$ cat src/rtl/pump_cmd_panel.sv
// Front-panel command issuer for the pump controller: debounced buttons, selection
// registers, run-button hold timing and a single-slot command FSM with frozen selects.
module pump_cmd_panel #(
    parameter int CLOCK_FREQ    = 1_000_000,
    parameter int DEBOUNCE_MS   = 20,
    parameter int LONG_PRESS_MS = 1000,
    parameter int GUARD_CYCLES  = 2
) (
    input  logic       clk,
    input  logic       rst_n,
    input  logic       btn_frag,
    input  logic       btn_timer,
    input  logic       btn_run,
    input  logic       btn_manual,
    output logic [1:0] fragrance_select,
    output logic [1:0] timer_select,
    output logic       pump_on,
    output logic       pump_off,
    output logic       manual_on,
    output logic [2:0] run_status,
    output logic       busy
);
    localparam int DEB    = CLOCK_FREQ / 1000 * DEBOUNCE_MS;
    localparam int LONG   = CLOCK_FREQ / 1000 * LONG_PRESS_MS;
    localparam int DEB_W  = $clog2(DEB + 1);
    localparam int LONG_W = $clog2(LONG + 1);
    localparam int GRD_W  = $clog2(GUARD_CYCLES + 1);

    localparam logic [DEB_W-1:0]  DEB_LAST  = DEB_W'(DEB - 1);
    localparam logic [DEB_W-1:0]  DEB_ONE   = DEB_W'(1);
    localparam logic [DEB_W-1:0]  DEB_ZERO  = DEB_W'(0);
    localparam logic [LONG_W-1:0] LONG_LAST = LONG_W'(LONG - 1);
    localparam logic [LONG_W-1:0] LONG_MAX  = LONG_W'(LONG);
    localparam logic [LONG_W-1:0] LONG_ONE  = LONG_W'(1);
    localparam logic [LONG_W-1:0] LONG_ZERO = LONG_W'(0);
    localparam logic [GRD_W-1:0]  GRD_LAST  = GRD_W'(GUARD_CYCLES - 1);
    localparam logic [GRD_W-1:0]  GRD_ONE   = GRD_W'(1);
    localparam logic [GRD_W-1:0]  GRD_ZERO  = GRD_W'(0);

    localparam int B_FRAG  = 0;
    localparam int B_TIMER = 1;
    localparam int B_RUN   = 2;
    localparam int B_MAN   = 3;

    typedef enum logic [1:0] {IDLE, SETUP, PULSE, GUARD} state_t;
    typedef enum logic [1:0] {CMD_NONE, CMD_LONG, CMD_SHORT, CMD_MAN} cmd_t;

    function automatic logic [1:0] next_sel(input logic [1:0] sel);
        case (sel)
            2'd0:    next_sel = 2'd1;
            2'd1:    next_sel = 2'd2;
            default: next_sel = 2'd0;
        endcase
    endfunction

    function automatic logic [2:0] sel_onehot(input logic [1:0] sel);
        case (sel)
            2'd0:    sel_onehot = 3'b001;
            2'd1:    sel_onehot = 3'b010;
            2'd2:    sel_onehot = 3'b100;
            default: sel_onehot = 3'b000;
        endcase
    endfunction

    logic [3:0]        raw_s;
    logic [3:0]        sync1_r, sync2_r, deb_r, rise_r;
    logic              fall_run_r;
    logic [DEB_W-1:0]  deb_cnt_r [4];
    logic              held_r, long_r, short_s;
    logic [LONG_W-1:0] hold_cnt_r;
    cmd_t              new_cmd_s, slot_r, slot_nxt_s;
    state_t            state_r, state_nxt_s;
    logic [1:0]        frag_r, frag_nxt_s, timer_r, timer_nxt_s;
    logic              frag_pend_r, frag_pend_nxt_s, timer_pend_r, timer_pend_nxt_s;
    logic [GRD_W-1:0]  guard_cnt_r, guard_nxt_s;
    logic [2:0]        run_status_r, rs_nxt_s;
    logic              on_r, off_r, man_r, busy_r;
    logic              on_nxt_s, off_nxt_s, man_nxt_s;

    assign raw_s = {btn_manual, btn_run, btn_timer, btn_frag};

    // Two-flop synchronizers and per-button debounce counters with edge pulses.
    always_ff @(posedge clk or negedge rst_n) begin
        if (!rst_n) begin
            sync1_r    <= 4'b0000;
            sync2_r    <= 4'b0000;
            deb_r      <= 4'b0000;
            rise_r     <= 4'b0000;
            fall_run_r <= 1'b0;
            for (int i = 0; i < 4; i++) deb_cnt_r[i] <= DEB_ZERO;
        end else begin
            sync1_r    <= raw_s;
            sync2_r    <= sync1_r;
            rise_r     <= 4'b0000;
            fall_run_r <= 1'b0;
            for (int i = 0; i < 4; i++) begin
                if (sync2_r[i] == deb_r[i]) begin
                    deb_cnt_r[i] <= DEB_ZERO;
                end else if (deb_cnt_r[i] == DEB_LAST) begin
                    deb_cnt_r[i] <= DEB_ZERO;
                    deb_r[i]     <= sync2_r[i];
                    rise_r[i]    <= sync2_r[i];
                    if (i == B_RUN) fall_run_r <= ~sync2_r[i];
                end else begin
                    deb_cnt_r[i] <= deb_cnt_r[i] + DEB_ONE;
                end
            end
        end
    end

    // Run-button hold timer; the long-press event fires once as the count reaches LONG.
    always_ff @(posedge clk or negedge rst_n) begin
        if (!rst_n) begin
            held_r     <= 1'b0;
            hold_cnt_r <= LONG_ZERO;
            long_r     <= 1'b0;
        end else begin
            long_r <= held_r & ~fall_run_r & (hold_cnt_r == LONG_LAST);
            if (rise_r[B_RUN]) begin
                held_r     <= 1'b1;
                hold_cnt_r <= LONG_ONE;
            end else if (fall_run_r) begin
                held_r     <= 1'b0;
            end else if (held_r && hold_cnt_r != LONG_MAX) begin
                hold_cnt_r <= hold_cnt_r + LONG_ONE;
            end else begin
                hold_cnt_r <= hold_cnt_r;
            end
        end
    end

    assign short_s = fall_run_r & held_r & (hold_cnt_r < LONG_MAX);

    // Same-cycle command arbitration: long-off beats short-run beats manual.
    always_comb begin
        new_cmd_s = CMD_NONE;
        if (long_r) begin
            new_cmd_s = CMD_LONG;
        end else if (short_s) begin
            new_cmd_s = CMD_SHORT;
        end else if (rise_r[B_MAN]) begin
            new_cmd_s = CMD_MAN;
        end else begin
            new_cmd_s = CMD_NONE;
        end
    end

    // Command FSM next state, selection updates and next pulse/run_status values.
    always_comb begin
        state_nxt_s      = state_r;
        slot_nxt_s       = slot_r;
        frag_nxt_s       = frag_r;
        timer_nxt_s      = timer_r;
        frag_pend_nxt_s  = frag_pend_r;
        timer_pend_nxt_s = timer_pend_r;
        guard_nxt_s      = guard_cnt_r;
        rs_nxt_s         = run_status_r;
        on_nxt_s         = 1'b0;
        off_nxt_s        = 1'b0;
        man_nxt_s        = 1'b0;
        if (slot_r == CMD_NONE) begin
            slot_nxt_s = new_cmd_s;
        end else begin
            slot_nxt_s = slot_r;
        end
        case (state_r)
            IDLE: begin
                if (frag_pend_r || rise_r[B_FRAG]) begin
                    frag_nxt_s = next_sel(frag_r);
                end else begin
                    frag_nxt_s = frag_r;
                end
                if (timer_pend_r || rise_r[B_TIMER]) begin
                    timer_nxt_s = next_sel(timer_r);
                end else begin
                    timer_nxt_s = timer_r;
                end
                // A press coinciding with a pending apply is kept for the next idle cycle.
                frag_pend_nxt_s  = frag_pend_r & rise_r[B_FRAG];
                timer_pend_nxt_s = timer_pend_r & rise_r[B_TIMER];
                if (slot_nxt_s != CMD_NONE) begin
                    state_nxt_s = SETUP;
                end else begin
                    state_nxt_s = IDLE;
                end
            end
            SETUP: begin
                frag_pend_nxt_s  = frag_pend_r | rise_r[B_FRAG];
                timer_pend_nxt_s = timer_pend_r | rise_r[B_TIMER];
                state_nxt_s      = PULSE;
                case (slot_r)
                    CMD_LONG: begin
                        off_nxt_s = 1'b1;
                        rs_nxt_s  = 3'b000;
                    end
                    CMD_SHORT: begin
                        if (|(run_status_r & sel_onehot(frag_r))) begin
                            off_nxt_s = 1'b1;
                            rs_nxt_s  = 3'b000;
                        end else begin
                            on_nxt_s = 1'b1;
                            rs_nxt_s = run_status_r | sel_onehot(frag_r);
                        end
                    end
                    CMD_MAN: man_nxt_s = 1'b1;
                    default: state_nxt_s = IDLE;
                endcase
            end
            PULSE: begin
                frag_pend_nxt_s  = frag_pend_r | rise_r[B_FRAG];
                timer_pend_nxt_s = timer_pend_r | rise_r[B_TIMER];
                slot_nxt_s       = CMD_NONE;
                guard_nxt_s      = GRD_ZERO;
                state_nxt_s      = GUARD;
            end
            GUARD: begin
                frag_pend_nxt_s  = frag_pend_r | rise_r[B_FRAG];
                timer_pend_nxt_s = timer_pend_r | rise_r[B_TIMER];
                if (guard_cnt_r == GRD_LAST) begin
                    state_nxt_s = IDLE;
                end else begin
                    guard_nxt_s = guard_cnt_r + GRD_ONE;
                end
            end
            default: state_nxt_s = IDLE;
        endcase
    end

    // State, selection and registered output updates.
    always_ff @(posedge clk or negedge rst_n) begin
        if (!rst_n) begin
            state_r      <= IDLE;
            slot_r       <= CMD_NONE;
            frag_r       <= 2'd0;
            timer_r      <= 2'd0;
            frag_pend_r  <= 1'b0;
            timer_pend_r <= 1'b0;
            guard_cnt_r  <= GRD_ZERO;
            run_status_r <= 3'b000;
            on_r         <= 1'b0;
            off_r        <= 1'b0;
            man_r        <= 1'b0;
            busy_r       <= 1'b0;
        end else begin
            state_r      <= state_nxt_s;
            slot_r       <= slot_nxt_s;
            frag_r       <= frag_nxt_s;
            timer_r      <= timer_nxt_s;
            frag_pend_r  <= frag_pend_nxt_s;
            timer_pend_r <= timer_pend_nxt_s;
            guard_cnt_r  <= guard_nxt_s;
            run_status_r <= rs_nxt_s;
            on_r         <= on_nxt_s;
            off_r        <= off_nxt_s;
            man_r        <= man_nxt_s;
            busy_r       <= (state_nxt_s != IDLE);
        end
    end

    assign fragrance_select = frag_r;
    assign timer_select     = timer_r;
    assign pump_on          = on_r;
    assign pump_off         = off_r;
    assign manual_on        = man_r;
    assign run_status       = run_status_r;
    assign busy             = busy_r;
endmodule
$ cat config.mk
export PLATFORM = sky130hd
export DESIGN_NAME = pump_cmd_panel
export DESIGN_NICKNAME = d
export VERILOG_FILES = /design/src/rtl/pump_cmd_panel.sv
export SDC_FILE = /design/constraint.sdc
export NUM_CORES = 1
export LEC_CHECK = 0
export CAP_MARGIN = 20
export CORE_MARGIN = 5
export CORE_UTILIZATION = 28
export CTS_BUF_LIST = sky130_fd_sc_hd__clkbuf_16
export CTS_CLUSTER_SIZE = 14
export DETAILED_ROUTE_END_ITERATION = 8
export PLACE_DENSITY = 0.43
export SYNTH_ARGS = -nofsm -noshare
export SYNTH_HDL_FRONTEND = slang
export SYNTH_SLANG_ARGS = --single-unit
$ cat constraint.sdc
create_clock -name clk -period 1.9 [get_ports clk]
set_input_delay 0.285 -clock clk [delete_from_list [all_inputs] [get_ports clk]]
set_output_delay 0.285 -clock clk [all_outputs]
set_load 0.01 [all_outputs]
==> metrics <==
P_sw 0.00122 W; Worst EP required 2190 ps; layout cells sized above 1 13.1%; DP Worst Slack 1.50 ps; core area 0.0197 mm^2; Inserted Diodes 0; Synth Net Count 575; Crit Reg-Reg Endpoint deb_r[2]$_DFFE_PN0P_; Lkg Pwr 2.92 nW; worst clock skew 8.01 ps; Pins Over Slew Limit 0; row cnt 51; GRT overflow 0; register area share after synthesis 52.5%; relative slew slack 64.5%; initial antenna violation count 0; global placement routability congestion 0.750; Async SR Flop Fraction 100%; DR DRC count 0; setup bufs post-CTS 0; final hold vios 0; Clk pwr share 54.4%; average cell area after synthesis 10.1 um^2; Reg power frac 43.1%; status complete, no violations; first-pass GRT wire length 19.8 mm; final net count 634; Final Setup Violations 0; Area Growth Syn to Fin 23.7%; die height 152 um; Clk Latency, worst-skew pair 410 ps; Final ANT Viol Nets 0; Final Non-Filler Cells 893; worst slew pin tran 527 ps; H-tree level count 4; Worst EP arrival 2150 ps; Post-Place Cell Area 0.00634 mm^2; combinational power share 2.5%; synth warn 0; IO Port Bufs 16; Post-synth EDFFs 0; max_cap viols 0; Critical Path Source Type flop; Cell Area, Synth 0.00563 mm^2; Worst Setup EP deb_r[2]$_DFFE_PN0P_; final worst setup slack 40.8 ps; final wirelength 11.3 mm; fin crit share 97.9%; via density per instance 4.50; vias in the first global route 4166; Global Route Usage Sum 10.8%; maximum root-to-sink buffer count 2; Initial Util 28.6%; FF-to-FF path depth 3; flop2flop setup slack 40 ps; r2r startpoint deb_cnt_r[27]$_DFF_PN0_; clock root buffer clkbuf_16; maximum resistive drop on vdd 588 uV; largest net degree at the start of global routing 79; Routed WL per cell 12.6 um; CP startpoint deb_cnt_r[27]$_DFF_PN0_; Die Area 0.0230 mm^2; Inst Count DP 861; drt pass-1 iters 4; final instance area 0.00696 mm^2; CTS Buf Count 17; Worst Hold Class in2reg; Power, Total 0.00597 W; # IOs 17; pwr/cell area 858 mW/mm^2; fmax 0.538 GHz; # clock sinks 118; Synth Flop Type dfrtp_1; CP max FO 4; TritonCTS clock tree built; initial drt markers 185; vias 4016; Final Critical Period 1860 ps; DP Wirelength 7.82 mm; design internal power 0.00475 W; Sw Ratio 20.5%; post-synth cell types 46; flops & latches, synth 118; Crit. End Element flop; type of the worst setup path reg2reg; Die Wd 152 um; Syn Inst Count 557; Reg clk slew, reported paths 50 ps
## cell type report
| cell class | count | area, um^2 |
|---|---|---|
| multi-input combinational | 405 | 2550 |
| clock buffer | 17 | 425 |
| tap | 265 | 332 |
| fill | 2016 | 12700 |
| timing repair buffer | 50 | 440 |
| clock inverter | 14 | 168 |
| sequential | 118 | 2950 |
| inverter | 24 | 90.1 |
## per-layer routing
layer,part of all wire (%),routed length (um),global-route usage (%)
met5,0,0,0
met4,1.6,180,4.04
met3,2.5,279,3.18
met2,46,5230,17.1
met1,50,5600,14.1
## sequential cells by signal (all words and copies together), names as in the netlist, 2 cells and up
signal            count
run_status            3
sync2_r               4
deb_r                 4
state_r               2
guard_cnt_r           2
deb_cnt_r            60
rise_r                4
sync1_r               4
timer_select          2
slot_r                2
fragrance_select      2
hold_cnt_r           20
## power by group through the flow
stage                     clock (W)  combinational [W]  sequential, W
after floorplan                   0          0.0000615        0.00261
after global placement            0           0.000154        0.00261
after detailed placement          0           0.000156        0.00262
final                       0.00325           0.000150        0.00257
after CTS                   0.00336           0.000159        0.00257
after global routing        0.00349           0.000178        0.00257
## cells in the mapped netlist, drive strengths merged, types with 9 or more instances
cell type | instances | area [um^2]
dfrtp | 118 | 2950
nand2 | 34 | 128
nand3 | 19 | 100
nor2 | 98 | 368
mux2 | 9 | 101
xnor2 | 44 | 385
nand2b | 14 | 90.1
a21oi | 13 | 65.1
nor3 | 23 | 115
inv | 24 | 90.1
or4 | 9 | 70.1
nor4 | 18 | 119
xor2 | 22 | 193
nand4 | 30 | 203
ha | 12 | 150
## how the worst min path moves through the flow
stage	start	end	slack (ps)	depth (start not counted)
floorplan	rst_n	busy$_DFF_PN0_	-10	0
finish	btn_frag	sync1_r[0]$_DFF_PN0_	310	1
global placement	rst_n	deb_cnt_r[16]$_DFF_PN0_	280	2
CTS	btn_frag	sync1_r[0]$_DFF_PN0_	290	1
global route	btn_frag	sync1_r[0]$_DFF_PN0_	300	1
detailed placement	rst_n	deb_cnt_r[16]$_DFF_PN0_	290	2
## through the flow
step	setup TNS [ps]	hold WS [ps]	util [%]
final	0	311	35.4
after global routing	-23.2	297	35.4
after CTS	0	288	35.4
after detailed placement	0	289	32.3
after global placement	0	285	32.3
after floorplan	0	-10.6	-
## worst max-delay path: stages (launching register included)
cell and delay (ps):
dfrtp_1 380, or4b_1 510, or4_1 540, mux2_2 320
## cells in the final DEF (no fill, tap or decap), types with 4 or more instances in the layout
cell type	count
a21oi_1	13
and3_1	4
and4_1	4
buf_4	32
bufinv_16	4
clkbuf_16	17
clkdlybuf4s50_1	15
clkinv_2	5
dfrtp_1	117
ha_1	12
inv_1	26
mux2_2	9
mux2i_1	4
nand2_1	34
nand2b_1	13
nand3_1	18
nand4_1	29
nor2_1	98
nor2b_1	5
nor3_1	23
nor3b_1	6
nor4_1	17
o21ai_0	7
o31ai_1	4
or4_1	7
xnor2_1	44
xor2_1	22
## kinds of logic (layout without fill, tap and decap cells)
kind of cell | after synthesis | count (layout) | share of synthesized area [%]
AOI/OAI and AO/OA | 32 | 32 | 3.47
xor gates and xnor gates | 66 | 66 | 10.3
adders and majority gates | 14 | 14 | 3.02
buffers and inverters | 34 | 105 | 2.49
DFF | 118 | 118 | 52.5
muxes | 13 | 13 | 2.51
and+or+nand+nor | 280 | 280 | 25.8
## repair_timing
item | 4_1_cts | 5_1_grt
pin swaps | 0 | 2
hold buffers | 1 | 0
gates resized for setup | 1 | 4
endpoints found under the setup margin | 3 | 4
hold endpoints to repair | 118 | 0
No activity file was read; power rests on OpenSTA's default activity.
